==> src/rtl/f0_pass_engine.sv <==
// Worker side of the f0 forward-pass handshake: N_OUT ReLU/saturated dot products
// of N_IN signed inputs, written to the activation buffer, then a one-cycle end pulse.
module f0_pass_engine #(
  parameter int DATA_W = 8,
  parameter int ACC_W  = 20,
  parameter int N_IN   = 4,
  parameter int N_OUT  = 4,
  parameter int X_AW   = 2,
  parameter int W_AW   = 4,
  parameter int Y_AW   = 2
) (
  input  logic              clk_i,
  input  logic              rst_i,
  input  logic              en_i,
  input  logic              pass_i,
  output logic [X_AW-1:0]   x_addr_o,
  input  logic [DATA_W-1:0] x_data_i,
  output logic [W_AW-1:0]   w_addr_o,
  input  logic [DATA_W-1:0] w_data_i,
  output logic              wr_en_o,
  output logic [Y_AW-1:0]   wr_addr_o,
  output logic [DATA_W-1:0] wr_data_o,
  output logic              busy_o,
  output logic              end_o
);

  typedef enum logic [2:0] {IDLE, FETCH, MAC, WRITE, DONE, HOLD} state_t;

  localparam logic signed [ACC_W-1:0] SAT_MAX = ACC_W'((2 ** (DATA_W - 1)) - 1);

  state_t                     state_q, state_d;
  logic        [X_AW-1:0]     in_idx;
  logic        [Y_AW-1:0]     out_idx;
  logic signed [ACC_W-1:0]    acc;
  logic signed [2*DATA_W-1:0] prod;
  logic signed [ACC_W-1:0]    prod_ext;
  logic        [DATA_W-1:0]   sat_val;
  logic                       last_in, last_out;

  assign last_in  = (in_idx == X_AW'(N_IN - 1));
  assign last_out = (out_idx == Y_AW'(N_OUT - 1));
  assign prod     = $signed(x_data_i) * $signed(w_data_i);
  assign prod_ext = ACC_W'($signed(prod));

  always_comb begin
    state_d = state_q;
    case (state_q)
      IDLE:    if (pass_i) state_d = FETCH;
      FETCH:   state_d = MAC;
      MAC:     state_d = last_in ? WRITE : FETCH;
      WRITE:   state_d = last_out ? DONE : FETCH;
      DONE:    state_d = HOLD;
      HOLD:    if (!pass_i) state_d = IDLE;
      default: state_d = IDLE;
    endcase
    if (!en_i) state_d = state_q;
  end

  always_ff @(posedge clk_i) begin
    if (rst_i) begin
      state_q <= IDLE;
      in_idx  <= '0;
      out_idx <= '0;
      acc     <= '0;
    end else if (en_i) begin
      state_q <= state_d;
      case (state_q)
        MAC: begin
          acc <= acc + prod_ext;
          if (!last_in) in_idx <= in_idx + X_AW'(1);
        end
        WRITE: begin
          acc     <= '0;
          in_idx  <= '0;
          out_idx <= last_out ? '0 : out_idx + Y_AW'(1);
        end
        default: ;
      endcase
    end
  end

  // ReLU then clamp to the largest positive DATA_W value
  always_comb begin
    sat_val = acc[DATA_W-1:0];
    if (acc[ACC_W-1])        sat_val = '0;
    else if (acc > SAT_MAX)  sat_val = SAT_MAX[DATA_W-1:0];
  end

  assign x_addr_o  = in_idx;
  assign w_addr_o  = W_AW'(out_idx) * W_AW'(N_IN) + W_AW'(in_idx);
  assign wr_en_o   = en_i && (state_q == WRITE);
  assign wr_addr_o = wr_en_o ? out_idx : '0;
  assign wr_data_o = wr_en_o ? sat_val : '0;
  assign busy_o    = (state_q == FETCH) || (state_q == MAC) ||
                     (state_q == WRITE) || (state_q == DONE);
  assign end_o     = en_i && (state_q == DONE);

endmodule

==> config.mk <==
export PLATFORM = sky130hd
export DESIGN_NAME = f0_pass_engine
export DESIGN_NICKNAME = d
export VERILOG_FILES = /design/src/rtl/f0_pass_engine.sv
export SDC_FILE = /design/constraint.sdc
export NUM_CORES = 1
export LEC_CHECK = 0
export CORE_AREA = 10 10 115 117
export DETAILED_ROUTE_END_ITERATION = 7
export DIE_AREA = 0 0 125 127
export GPL_ROUTABILITY_DRIVEN = 1
export PLACE_DENSITY = 0.6
export REMOVE_ABC_BUFFERS = 1
export SLEW_MARGIN = 10
export SYNTH_ARGS = -nofsm -noshare
export SYNTH_HDL_FRONTEND = slang
export SYNTH_SLANG_ARGS = --single-unit
==> constraint.sdc <==
create_clock -name clk_i -period 9.6 [get_ports clk_i]
set_clock_uncertainty 0.2 [all_clocks]
set_input_delay 1.92 -clock clk_i [delete_from_list [all_inputs] [get_ports clk_i]]
set_output_delay 1.92 -clock clk_i [all_outputs]
set_load 0.02 [all_outputs]
==> flow_summary.json <==
{
  "hold_violations": 0,
  "num_vias": 3438,
  "grt_usage_pct": 13.16,
  "max_freq_mhz": 130.4,
  "p_per_area_nw_per_um2": 249.8,
  "cts_buffers": 3,
  "outcome": "completed",
  "path_common_cell": "fa_1",
  "grt_use_met1_pct": 18.54,
  "cts-root-buf": "clkbuf_16",
  "wl_per_cell_um": 14.51,
  "ys_ff_latch": 27,
  "p_leak_nw": 2.566,
  "die_h_um": 127,
  "htreeDepth": 1,
  "vias_per_cell": 4.990,
  "ys_warn_count": 0,
  "drc": 0,
  "hold_path_class": "register to register",
  "ys_seq_area_share_pct": 11.36,
  "ios": 39,
  "antenna_cells": 0,
  "die_w_um": 125,
  "dp_hpwl_um": 8706,
  "clkLatencyLatePin_ns": 0.26,
  "seqCellArea_um2": 540.5,
  "fin_crit_sh_pct": 79.90,
  "drt_iter0_markers": 158,
  "layout_common_cells": "101 x inv_1, 88 x fa_1, 48 x ha_1",
  "ys.flop_type": "dfxtp_1",
  "relSlewSlack_pct": 32.65,
  "clock_path_buffers": 2,
  "cts_hold_buffers": 0,
  "gp_congestion": 0.8258,
  "cp-end-kind": "register",
  "grt_pass1_wl_um": 18110,
  "grt_max_degree": 27,
  "path_clk_slew_ns": 0.07,
  "drive_gt1_share_pct": 1.099,
  "drt-total-wl_um": 9998,
  "initial_core_util_pct": 42.76,
  "use_met3_pct": 1.117,
  "synthToLayoutAreaGrowth_pct": 11.94,
  "drv_slew": 0,
  "yosys.cell_types.count": 45,
  "period_needed_ns": 7.671,
  "final_antenna_net_count": 0,
  "cts_tree": "yes",
  "tns_ns": 0,
  "port_buffers": 37,
  "cp.arrival_ns": 7.63,
  "critical_path_class": "input port to register",
  "gr-total-overflow": 0,
  "antenna_found_initial": 0,
  "fp.dieArea_um2": 15880,
  "critPathLaunchType": "input port",
  "multi_input_area_um2": 3774,
  "slowest_delay_ns": 0.64,
  "rows": 39,
  "avgSynthCellArea_um2": 9.184,
  "place_area_um2": 5246,
  "fin_nets": 703,
  "final_common_cell": "inv_1",
  "ctsResizeCount": 0,
  "slowest_stage": "clkdlybuf4s50_1",
  "max-cap-violations": 0,
  "synth_edf_count": 0,
  "path_cells": "clkdlybuf4s50_1, and2_1, inv_1, fa_1, inv_1, fa_1, fa_1, fa_1, fa_1, ha_1, o21ai_0, a21oi_1, o32ai_2, o21ai_2, or3_1, a32o_1",
  "vdd_drop_max_mv": 0.1288,
  "synth_cells": 518,
  "grt_pass1_vias": 3729,
  "core_area_um2": 11130,
  "synth_area_um2": 4757,
  "drt_pass1_iterations": 4,
  "cp_max_fo": 13,
  "cts_setup_buffers": 0,
  "finalSetupViolCount": 0,
  "whs_ns": 0.3090,
  "design_area_um2": 5325,
  "rsz0062_at_grt": "no",
  "nFillCells": 1115,
  "grt_use_met2_pct": 21.81,
  "cp_data_required_time_ns": 9.56,
  "cts.sinks": 27,
  "worst_pin_slew_ns": 1.007,
  "synthArstFlopShare_pct": 0,
  "top_usage_layer": "met2"
}
## per-layer routing
layer	up-vias	wire length, um
met2	41	4742
met1	1704	4963
met4	0	62
met5	-	0
li1	1688	-
met3	5	229
## report_power, final
group          leakage [nW]  switching, mW  internal, mW
Clock                0.0382         0.0387        0.0568
Combinational          2.31          0.609         0.494
Sequential            0.218         0.0120         0.121
## cell families (layout without fill, tap and decap cells)
family / after synthesis / count (layout) / share of synthesized area (%)
simple gates: 147 / 147 / 15.57
fa+ha+maj: 136 / 136 / 49.66
buf+inv: 115 / 143 / 9.311
compound gates: 73 / 73 / 10.52
flops: 27 / 27 / 11.36
xor+xnor: 19 / 19 / 3.498
other cells: 1 / 1 / 0.07883
## cell usage after synthesis, types with 3 or more instances
cell type	instances	area, um2
xor2_1	5	43.79
a22oi_1	3	22.52
and3_1	3	18.77
a22o_1	4	35.03
o21a_1	8	60.06
nand2b_1	6	37.54
inv_1	101	379.1
nor2b_1	4	25.02
clkbuf_1	9	33.78
nor2_1	32	120.1
fa_1	88	1762
and2_1	34	212.7
o21ai_0	13	65.06
or3_1	5	31.28
ha_1	48	600.6
a21oi_1	24	120.1
xnor2_1	14	122.6
nand2_1	42	157.7
dfxtp_1	27	540.5
nor4_1	3	18.77
nor3b_1	5	37.54
buf_4	3	22.52
a211oi_1	3	22.52
nor3_1	5	25.02
## final timing paths
path                from       to  slack, ns  cells after the start
max          w_data_i[0]  acc[16]       1.93                     16
min               acc[8]   acc[8]       0.31                      2
max reg2reg       acc[6]  acc[16]       4.53                     16
min reg2reg       acc[8]   acc[8]       0.31                      2
## critical path: cells and delay by family
family	cells	cell delay (ns)
AO/OA/AOI/OAI	5	1.06
adder cells (fa/ha/maj)	6	2.87
buffers and inverters	3	0.83
AND/OR/NAND/NOR	2	0.95
## area by class of cell
class	count	area share [%]
repair buffers	37	6.955
flip-flops and latches	27	10.15
multi-input cells	376	70.86
clock buffers	4	1.480
well taps	143	3.360
inverters	102	7.190
## metrics by stage
step | power (mW) | setup slack [ns] | utilization (%) | std cells
after global placement | 1.226 | 1.703 | 47.15 | 685
after floorplan | 1.003 | 2.704 | - | 505
final | 1.330 | 1.929 | 47.86 | 689
after detailed placement | 1.243 | 1.650 | 47.15 | 685
after global routing | 1.497 | 1.616 | 47.86 | 689
after CTS | 1.347 | 1.897 | 47.86 | 689
## sequential cells by signal (all words and copies together), names as in the netlist
register and cells:
acc 20, out_idx 2, state_q 3, x_addr_o 2
No activity file was read; power rests on OpenSTA's default activity.
